## src/rtl/mem_arbiter.sv

```systemverilog
// mem_arbiter: shares one byte-wide synchronous memory between two requesters.
//
// m0 (cpu) and m1 (loader/DMA) each drive a req/gnt handshake. An access is accepted on
// any clock edge where req & gnt are both high. Grants are round-robin, and a burst limit
// stops one master from starving the other. Reads return on the issuing master's
// rdata/rvalid. Write strobes go straight to the memory.
//
// Optional build macro MEM_ARB_FIXED_PRIO_EN:
//   m0 wins every tie and has no burst limit. m1 is still limited while m0 requests.
//
// Ports:
//   clk, reset          clock; synchronous active-high reset
//   mX_req/we/addr/wdata request from master X, held stable until accepted
//   mX_gnt              registered grant; acceptance is req & gnt at a clock edge
//   mX_rdata/mX_rvalid  read byte and one-cycle valid pulse, 3 cycles after acceptance
//   mem_raddr/mem_waddr memory read / write address
//   mem_write           one-cycle memory write strobe
//   mem_data_in         byte to memory
//   mem_data_out        byte from memory (sampled 2 edges after mem_raddr updates)
module mem_arbiter #(
  parameter int unsigned addr_width = 9,
  parameter int unsigned MAX_BURST  = 16
) (
  input  logic                  clk,
  input  logic                  reset,
  input  logic                  m0_req,
  input  logic                  m0_we,
  input  logic [addr_width-1:0] m0_addr,
  input  logic [7:0]            m0_wdata,
  output logic                  m0_gnt,
  output logic [7:0]            m0_rdata,
  output logic                  m0_rvalid,
  input  logic                  m1_req,
  input  logic                  m1_we,
  input  logic [addr_width-1:0] m1_addr,
  input  logic [7:0]            m1_wdata,
  output logic                  m1_gnt,
  output logic [7:0]            m1_rdata,
  output logic                  m1_rvalid,
  output logic [addr_width-1:0] mem_raddr,
  output logic [addr_width-1:0] mem_waddr,
  output logic                  mem_write,
  output logic [7:0]            mem_data_in,
  input  logic [7:0]            mem_data_out
);

  localparam logic [7:0] MaxBurst = 8'(MAX_BURST);

  typedef enum logic [1:0] {StIdle, StGrant0, StGrant1} state_e;

  state_e      state_q, state_d;
  logic        last_q, last_d;     // id of the master accepted most recently
  logic [7:0]  burst_q, burst_d;   // accesses accepted during the current grant

  // Accepted-access selection; the FSM guarantees at most one grant.
  logic                  acc0, acc1, acc, acc_we;
  logic [addr_width-1:0] acc_addr;
  logic [7:0]            acc_wdata;
  logic [7:0]            burst_inc, burst_acc;
  logic                  limit_hit, limit0;

  assign acc0      = m0_req & m0_gnt;
  assign acc1      = m1_req & m1_gnt;
  assign acc       = acc0 | acc1;
  assign acc_we    = acc1 ? m1_we    : m0_we;
  assign acc_addr  = acc1 ? m1_addr  : m0_addr;
  assign acc_wdata = acc1 ? m1_wdata : m0_wdata;

  assign burst_inc = (burst_q == 8'hFF) ? burst_q : burst_q + 8'd1;
  assign burst_acc = acc ? burst_inc : burst_q;
  // The limit is judged on the count including an access accepted on this edge, so the
  // grant drops right after the MAX_BURST-th access.
  assign limit_hit = (burst_acc >= MaxBurst);

`ifdef MEM_ARB_FIXED_PRIO_EN
  assign limit0 = 1'b0;
`else
  assign limit0 = limit_hit;
`endif

  // State register.
  always_ff @(posedge clk) begin
    if (reset) begin
      state_q <= StIdle;
      last_q  <= 1'b1;
      burst_q <= 8'd0;
    end else begin
      state_q <= state_d;
      last_q  <= last_d;
      burst_q <= burst_d;
    end
  end

  // Next-state logic.
  always_comb begin
    state_d = state_q;
    unique case (state_q)
      StIdle: begin
        if (m0_req && m1_req) begin
`ifdef MEM_ARB_FIXED_PRIO_EN
          state_d = StGrant0;
`else
          state_d = last_q ? StGrant0 : StGrant1;
`endif
        end else if (m0_req) begin
          state_d = StGrant0;
        end else if (m1_req) begin
          state_d = StGrant1;
        end
      end
      StGrant0: if (!m0_req || (limit0 && m1_req)) state_d = StIdle;
      StGrant1: if (!m1_req || (limit_hit && m0_req)) state_d = StIdle;
      default:  state_d = StIdle;
    endcase
  end

  always_comb begin
    last_d  = acc ? acc1 : last_q;
    burst_d = (state_d == StIdle) ? 8'd0 : burst_acc;
  end

  // Outputs decoded from the registered state.
  always_comb begin
    m0_gnt = 1'b0;
    m1_gnt = 1'b0;
    unique case (state_q)
      StGrant0: m0_gnt = 1'b1;
      StGrant1: m1_gnt = 1'b1;
      default: ;
    endcase
  end

  // Memory command registers and the two-stage read-tag pipeline.
  logic [addr_width-1:0] raddr_q, waddr_q;
  logic                  write_q;
  logic [7:0]            wdata_q;
  logic                  rd1_vld_q, rd1_id_q, rd2_vld_q, rd2_id_q;
  logic                  rvalid0_q, rvalid1_q;
  logic [7:0]            rdata0_q, rdata1_q;

  always_ff @(posedge clk) begin
    if (reset) begin
      raddr_q   <= '0;
      waddr_q   <= '0;
      write_q   <= 1'b0;
      wdata_q   <= 8'd0;
      rd1_vld_q <= 1'b0;
      rd1_id_q  <= 1'b0;
      rd2_vld_q <= 1'b0;
      rd2_id_q  <= 1'b0;
      rvalid0_q <= 1'b0;
      rvalid1_q <= 1'b0;
      rdata0_q  <= 8'd0;
      rdata1_q  <= 8'd0;
    end else begin
      write_q <= acc & acc_we;
      if (acc && acc_we) begin
        waddr_q <= acc_addr;
        wdata_q <= acc_wdata;
      end
      if (acc && !acc_we) raddr_q <= acc_addr;
      rd1_vld_q <= acc & ~acc_we;
      rd1_id_q  <= acc1;
      rd2_vld_q <= rd1_vld_q;
      rd2_id_q  <= rd1_id_q;
      rvalid0_q <= rd2_vld_q & ~rd2_id_q;
      rvalid1_q <= rd2_vld_q & rd2_id_q;
      if (rd2_vld_q && !rd2_id_q) rdata0_q <= mem_data_out;
      if (rd2_vld_q && rd2_id_q)  rdata1_q <= mem_data_out;
    end
  end

  assign mem_raddr   = raddr_q;
  assign mem_waddr   = waddr_q;
  assign mem_write   = write_q;
  assign mem_data_in = wdata_q;
  assign m0_rvalid   = rvalid0_q;
  assign m1_rvalid   = rvalid1_q;
  assign m0_rdata    = rdata0_q;
  assign m1_rdata    = rdata1_q;

endmodule

```

## config.mk

```make
export PLATFORM = sky130hd
export DESIGN_NAME = mem_arbiter
export DESIGN_NICKNAME = d
export VERILOG_FILES = /design/src/rtl/mem_arbiter.sv
export SDC_FILE = /design/constraint.sdc
export NUM_CORES = 1
export LEC_CHECK = 0
export ABC_AREA = 1
export CAP_MARGIN = 10
export CORE_UTILIZATION = 23
export CTS_CLUSTER_SIZE = 40
export DETAILED_ROUTE_END_ITERATION = 16
export SLEW_MARGIN = 20
export SYNTH_ARGS = -nofsm -noshare
export SYNTH_HDL_FRONTEND = slang
export SYNTH_SLANG_ARGS = --single-unit
export TNS_END_PERCENT = 50
```

## constraint.sdc

```tcl
create_clock -name clk -period 2.3 [get_ports clk]
set_clock_uncertainty 0.15 [all_clocks]
set_input_delay 0.69 -clock clk [delete_from_list [all_inputs] [get_ports clk]]
set_output_delay 0.69 -clock clk [all_outputs]
set_load 0.05 [all_outputs]
```

==> results by group, run 1 <==
Final layout
  • Fill cells: 1095
  • Commonest non-fill, non-tap cell in the layout: nand2_1
  • Post-route core utilization: 37.0%
  • Multi-input gate area: 1140 um2
  • Register area: 1200 um2
  • Ratio of cells with drive above 1 in the final layout: 18.5%
  • Layout Nets: 505
  • Most frequent cells in the layout: nand2_1, dfxtp_1, buf_4, nor2_1, clkdlybuf4s50_1
  • Syn-to-layout area delta: 55.4%
  • # diodes: 0

Hold path
  • Hold worst-path end: rd2_id_q
  • Hold depth: 2
  • Worst min-delay path class: flop to flop
  • HP Start: rd1_id_q

Global routing
  • Vias in the first global route: 2473
  • Met3 GRT Util: 3.71%
  • Total gr overflow: 0
  • Met1 usage: 16.5%
  • Antenna violations before repair: 0
  • GR peak layer: met2
  • Global-route wire length before repair: 11.9 mm
  • Largest net degree at the start of global routing: 28
  • GRT Total Usage: 13.7%
  • GR Layer Usage met2: 22.4%

Routing
  • DR WL/cell: 12.4 um
  • DRC: 0
  • First drt pass iteration count: 6
  • DR iter-0 viols: 198
  • Routed Antenna Nets: 0
  • Via-to-Cell Ratio: 4.37
  • Detailed-route via count: 2607
  • Routed WL: 7.38 mm

STA
  • Pins Over Slew Limit: 0
  • RSZ-0062 raised after global routing: no
  • Fin crit share: 95.2%
  • Worst-margin pin slew: 0.506 ns
  • Final hold viol count: 0
  • Finish-stage setup viols: 0
  • Rel. slew slack: 66.4%
  • Hold Slack: 0.255 ns
  • Tmin final: 2.19 ns
  • Fmax: 457 MHz
  • Setup TNS: 0 ns

Placed design
  • Port Buf Inserts: 94
  • Hpwl dp: 5.42 mm
  • RD Place Congestion: 0.833

Clock network
  • CTS tree: done
  • CTS Sinks: 60
  • CTS Hold Bufs: 0
  • Total CTS buffers: 9
  • Clk root buf: clkbuf_8
  • Clk buf depth: 2
  • H-tree lvl count: 3
  • Latest clock arrival within the worst-skew pair: 0.33 ns
  • Clk slew on worst S/H paths: 0.07 ns

Worst setup path
  • Crit path arrival time: 2.30 ns
  • Crit path kind: primary input to flop
  • CP startpoint kind: primary input
  • Worst reg-to-reg path cell count: 13
  • Worst-path maximum fanout: 9
  • Reg2reg end: burst_q[0]
  • Worst Setup End Kind: flop
  • R2r setup slk: 0.17 ns
  • Reg-to-Reg Start: burst_q[0]
  • Worst EP required: 2.41 ns

Pwr
  • Worst vdd ir: 0.216 mV
  • Pleak: 0.00170 uW
  • Power Density: 634 nW/um2

Die
  • Row count: 37
  • Die Y: 106 um
  • Die width: 106 um
  • Die area: 11100 um2
  • Top-level I/O count: 95
  • Initial Util: 23.8%
  • Core ar.: 10400 um2

Run
  • Max cap viols: 0

Yosys
  • Syn_nets: 390
  • Post-synthesis sequential area ratio: 48.7%
  • Syn. warnings: 0
  • Top-area cell type share of the netlist area: 48.7%
  • Area contributors post-synth: dfxtp_1, nand2_1, nor2_1
  • Cells after synthesis: 341
  • Synth Cell Area: 2470 um2
  • Dominant cell type by area after synthesis: dfxtp_1
  • Synth cell types: 26
  • Number of synthesized register bits: 60
  • Mean Syn Cell Area: 7.24 um2

Run status
  • Status: finished clean
-- registers in the layout, summed over array words and instances (netlist names) --
| signal | cells |
|---|---|
| state_q | 2 |
| last_q | 1 |
| rd2_vld_q | 1 |
| m0_rdata | 8 |
| burst_q | 8 |
| mem_raddr | 9 |
| mem_waddr | 9 |
| mem_write | 1 |
| m1_rdata | 8 |
| m1_rvalid | 1 |
| mem_data_in | 8 |
| rd1_vld_q | 1 |
| rd2_id_q | 1 |
| rd1_id_q | 1 |
| m0_rvalid | 1 |
-- synthesized netlist by cell type --
| cell | number |
|---|---|
| inv_2 | 1 |
| mux2_2 | 1 |
| ha_1 | 1 |
| nand3_2 | 2 |
| a31oi_1 | 8 |
| nand2_4 | 1 |
| buf_2 | 3 |
| nand4_1 | 2 |
| nand2_1 | 95 |
| a21oi_1 | 26 |
| o21ai_0 | 25 |
| nand2_2 | 3 |
| nor3_1 | 1 |
| nor2_2 | 1 |
| nand3b_1 | 2 |
| xor2_1 | 3 |
| inv_1 | 21 |
| buf_6 | 1 |
| nor2_1 | 50 |
| dfxtp_1 | 60 |
| clkinv_1 | 4 |
| clkbuf_1 | 9 |
| o211ai_1 | 3 |
| o211a_1 | 1 |
| o21bai_1 | 1 |
| nand3_1 | 16 |
-- through the flow --
step                total power [uW]  instance area (um2)  setup WS (ns)  std cells
floorplan                       1310                 2470          0.368        341
global placement                1490                 3600         -0.213        578
detailed placement              1490                 3600         -0.299        578
CTS                             2470                 3790         0.0436        593
global route                    2560                 3830        0.00514        596
finish                          2430                 3830          0.111        596
-- where the power goes --
group | switching [uW] | total [uW] | internal (uW)
Clock | 404 | 955 | 551
Sequential | 17.8 | 1090 | 1070
Combinational | 223 | 390 | 168
-- layout make-up --
class | instances | area share (%)
Sequential cell | 60 | 31.3
Timing Repair Buffer | 116 | 26.8
Tap cell | 136 | 4.44
Multi-Input combinational cell | 243 | 29.6
Clock buffer | 11 | 3.95
Clock inverter | 4 | 1.27
Inverter | 26 | 2.55
-- repair_timing --
action,4_1_cts,5_1_grt
resized for setup,10,6
gates cloned,0,1
setup endpoints to repair,10,11
pin swaps,0,2
setup buffers,0,2
-- routing by layer --
metal / up-vias / part of all wire, %
li1: 1331 / -
met5: - / 0
met3: 14 / 5.9
met4: 0 / 1.9
met2: 91 / 47
met1: 1171 / 45
-- worst max-delay path, stage by stage --
cell	delay (ns)
clkdlybuf4s50_1	0.44
nand3_2	0.13
nand2_4	0.08
buf_4	0.14
nand3b_1	0.12
nand3_1	0.13
o21bai_1	0.16
nand2_1	0.06
nand2_1	0.10
nand2_4	0.09
a21oi_1	0.17
-- kinds of logic (layout without fill, tap and decap cells) --
kind of cell / Yosys count / in the layout / share of synthesized area [%]
mux: 1 / 1 / 0.456
fa+ha+maj: 1 / 1 / 0.507
simple gates: 173 / 174 / 28.9
compound gates: 64 / 64 / 14.0
flops: 60 / 60 / 48.7
buf+inv: 39 / 157 / 6.39
xor+xnor: 3 / 3 / 1.07
-- worst max path at each step --
stage / start / end / slack, ns
5_1_grt: m0_req / burst_q[3] / 0.005
6_report: m0_req / burst_q[0] / 0.11
3_3_place_gp: m1_req / burst_q[6] / -0.21
2_1_floorplan: m1_req / mem_raddr[0] / 0.37
3_5_place_dp: m1_req / burst_q[0] / -0.30
4_1_cts: m1_req / burst_q[7] / 0.04
No activity file was read; power rests on OpenSTA's default activity.
==> run 2: changes to the inputs <==
--- a/config.mk
+++ b/config.mk
@@ -6,6 +6,7 @@
 export NUM_CORES = 1
 export LEC_CHECK = 0
 export ABC_AREA = 1
+export ABC_CLOCK_PERIOD_IN_PS = 1900
 export CAP_MARGIN = 10
 export CORE_UTILIZATION = 23
 export CTS_CLUSTER_SIZE = 40
==> constraint.sdc (replaced) <==
create_clock -name clk -period 1.9 [get_ports clk]
set_clock_uncertainty 0.15 [all_clocks]
set_input_delay 0.19 -clock clk [delete_from_list [all_inputs] [get_ports clk]]
set_output_delay 0.19 -clock clk [all_outputs]
set_load 0.05 [all_outputs]
==> run 2 against run 1 <==
The flow now finishes with violations (setup timing). Setup slack lost 0.12 ns. Global-route usage shrank 0.48 points. Via count grew 2.5%. Power grew 23%. Register-to-register slack lost 0.18 ns. Hold slack gained 0.0027 ns. Critical path type is now flop to flop. Largest power group unchanged. Highest routed layer unchanged.
==> results by group, run 2 (synthesis results as in run 1) <==
Run status
  • Status: finished with violations
  • Failing checks: setup timing

Global routing
  • Global-route wire length before repair: 11.5 mm (-3.0%)
  • Largest net degree at the start of global routing: 26 (-7.1%)
  • Antenna violations before repair: 0 (unchanged)
  • GRT Total Usage: 13.2% (-0.48 points)
  • Total gr overflow: 0 (unchanged)
  • Vias in the first global route: 2458 (-0.61%)

STA
  • Rel. slew slack: 65.1% (-1.3 points)
  • Final hold viol count: 0 (unchanged)
  • Fin crit share: 100%
  • Worst-margin pin slew: 0.522 ns (+0.0166 ns)
  • Fmax: 524 MHz
  • RSZ-0062 raised after global routing: yes
  • Pins Over Slew Limit: 0 (unchanged)
  • Hold Slack: 0.257 ns (+0.00268 ns)
  • Finish-stage setup viols: 1 (+1)
  • Tmin final: 1.91 ns
  • Final worst slack: -0.00729 ns (-0.118 ns)

Final layout
  • Syn-to-layout area delta: 65.8%
  • Most frequent cells in the layout: clkdlybuf4s50_1, nand2_1, dfxtp_1, nor2_1, buf_4
  • Ratio of cells with drive above 1 in the final layout: 19.2% (+0.75 points)
  • Multi-input gate area: 1260 um2 (+11%)
  • # diodes: 0 (unchanged)
  • Commonest non-fill, non-tap cell in the layout: clkdlybuf4s50_1
  • Layout Nets: 513 (+1.6%)
  • Non-Filler Instances: 604 (+1.3%)
  • Fill cells: 1083 (-1.1%)
  • Register area: 1210 um2 (+0.73%)

Pwr
  • Worst vdd ir: 0.263 mV (+22%)
  • Pleak: 0.00164 uW (-4.0%)
  • Logic gate share of total power: 16.4% (+0.4 points)
  • Sequential share of power: 43.9% (-0.8 points)
  • Power Density: 732 nW/um2 (+15%)
  • Clock share of power: 39.7% (+0.4 points)
  • Cell Int Power: 2210 uW (+23%)
  • Switching Share: 26.3% (-0.22 points)
  • Switching power: 787 uW (+22%)

Run
  • Max cap viols: 0 (unchanged)

Routing
  • First drt pass iteration count: 4 (-2)
  • DR WL/cell: 12.8 um (+3.0%)
  • Routed Antenna Nets: 0 (unchanged)
  • Routed WL: 7.70 mm (+4.3%)
  • Via-to-Cell Ratio: 4.42 (+1.1%)
  • Detailed-route via count: 2671 (+2.5%)
  • DR iter-0 viols: 157 (-21%)
  • DRC: 0 (unchanged)

Hold path
  • Worst min-delay path class: flop to flop

Clock network
  • CTS Sinks: 60 (unchanged)
  • Clk buf depth: 2 (unchanged)
  • Clk root buf: clkbuf_8
  • Latest clock arrival within the worst-skew pair: 0.33 ns (about the same)
  • H-tree lvl count: 3 (unchanged)
  • CTS Hold Bufs: 0 (unchanged)
  • CTS tree: done
  • Clk slew on worst S/H paths: 0.07 ns (about the same)
  • Total CTS buffers: 9 (unchanged)

Die
  • Core ar.: 10400 um2 (unchanged)
  • Row count: 37 (unchanged)
  • Top-level I/O count: 95 (unchanged)
  • Die area: 11100 um2 (unchanged)
  • Die width: 106 um (unchanged)
  • Die Y: 106 um (unchanged)
  • Initial Util: 23.8% (unchanged)

Worst setup path
  • Bufs and invs on worst path: 0 (-2)
  • CP max stage cell: dfxtp_1
  • Critical path's top delay family: simple AND/OR/NAND/NOR gates
  • CP peak stage delay: 0.39 ns (-0.05 ns)
  • Worst EP required: 2.00 ns (-0.41 ns)
  • Worst-path maximum fanout: 5 (-4)
  • CP startpoint kind: flop
  • CP cell instances: nand2_1 -> nor2_1 -> nand3b_1 -> nand2_1 -> nand3_2 -> o21bai_1 -> nand2_1 -> nand2_2 -> nand2_4 -> a21oi_2
  • Crit path top cell by count: nand2_1
  • Crit path kind: flop to flop
  • Worst Setup End Kind: flop
  • Crit path arrival time: 2.01 ns (-0.29 ns)

Placed design
  • Placed instance count: 581 (+0.52%)
  • Port Buf Inserts: 94 (unchanged)
  • RD Place Congestion: 0.834 (about the same)
  • Hpwl dp: 5.31 mm (-2.1%)
==> run 2: cell types whose count changed in the layout (fill, tap and decap cells not counted), moves of 4 or more <==
cell | before | now
nand2_2 | 2 | 9
a21oi_1 | 25 | 18
nand3_1 | 16 | 12
dfxtp_2 | 0 | 4
clkdlybuf4s50_1 | 46 | 89
dlygate4sd2_1 | 10 | 0
buf_4 | 57 | 34
nand2_1 | 95 | 87
dfxtp_1 | 60 | 55
a21oi_2 | 1 | 8
==> run 2: what timing repair did <==
action | 4_1_cts | 5_1_grt
setup endpoints to repair | 10 | 10
resized for setup | 8 | 33
gates cloned | 0 | 2
setup buffers | 1 | 5
pin swaps | 1 | 17
==> run 2: through the flow <==
stage               cell area [um2]  TNS (ns)  utilization, %  setup slack (ns)  power, uW
global placement               3680     -1.57            35.5            -0.116       1800
global route                   4090    -0.745            39.4           -0.0985       3130
floorplan                      2470         0               -             0.144       1590
CTS                            3920         0            37.8          0.000755       3010
finish                         4090  -0.00729            39.4          -0.00729       2990
detailed placement             3680     -3.68            35.5            -0.220       1810
==> run 2: power by group through the flow <==
stage	logic, uW	registers [uW]	clock network [uW]
after floorplan	153	1430	0
after global placement	464	1340	0
after detailed placement	466	1340	0
after CTS	471	1310	1230
after global routing	526	1320	1280
final	490	1310	1190
==> run 2: layout make-up <==
type / count / share of cell area [%]
repair buffers: 123 / 28.0
clock buffers: 12 / 4.04
multi-input cells: 244 / 30.7
clock inverters: 3 / 1.10
inverters: 26 / 2.39
flip-flops and latches: 60 / 29.6
well taps: 136 / 4.16
==> run 2: metal layers <==
layer | wire [um] | GRT usage (%) | share of wire [%] | vias up
met5 | 0 | 0 | 0 | -
met4 | 80 | 5.85 | 1.0 | 0
met3 | 535 | 3.71 | 6.9 | 10
met2 | 3680 | 21.7 | 48 | 90
met1 | 3410 | 15.9 | 44 | 1219
li1 | - | - | - | 1352
==> run 2: worst min-delay path: stages, from the launching register on <==
cell and delay [ns]:
dfxtp_1 0.30, inv_1 0.04, nor2_1 0.03
==> run 2: path summary, 6_finish.rpt <==
| kind | startpoint | end | slack [ns] | cells past startpoint |
|---|---|---|---|---|
| setup / recovery | burst_q[4] | burst_q[0] | -0.007 | 10 |
| hold / removal | rd1_id_q | rd2_id_q | 0.26 | 2 |
| hold reg to reg | rd1_id_q | rd2_id_q | 0.26 | 2 |
| setup reg to reg | burst_q[4] | burst_q[0] | -0.007 | 10 |
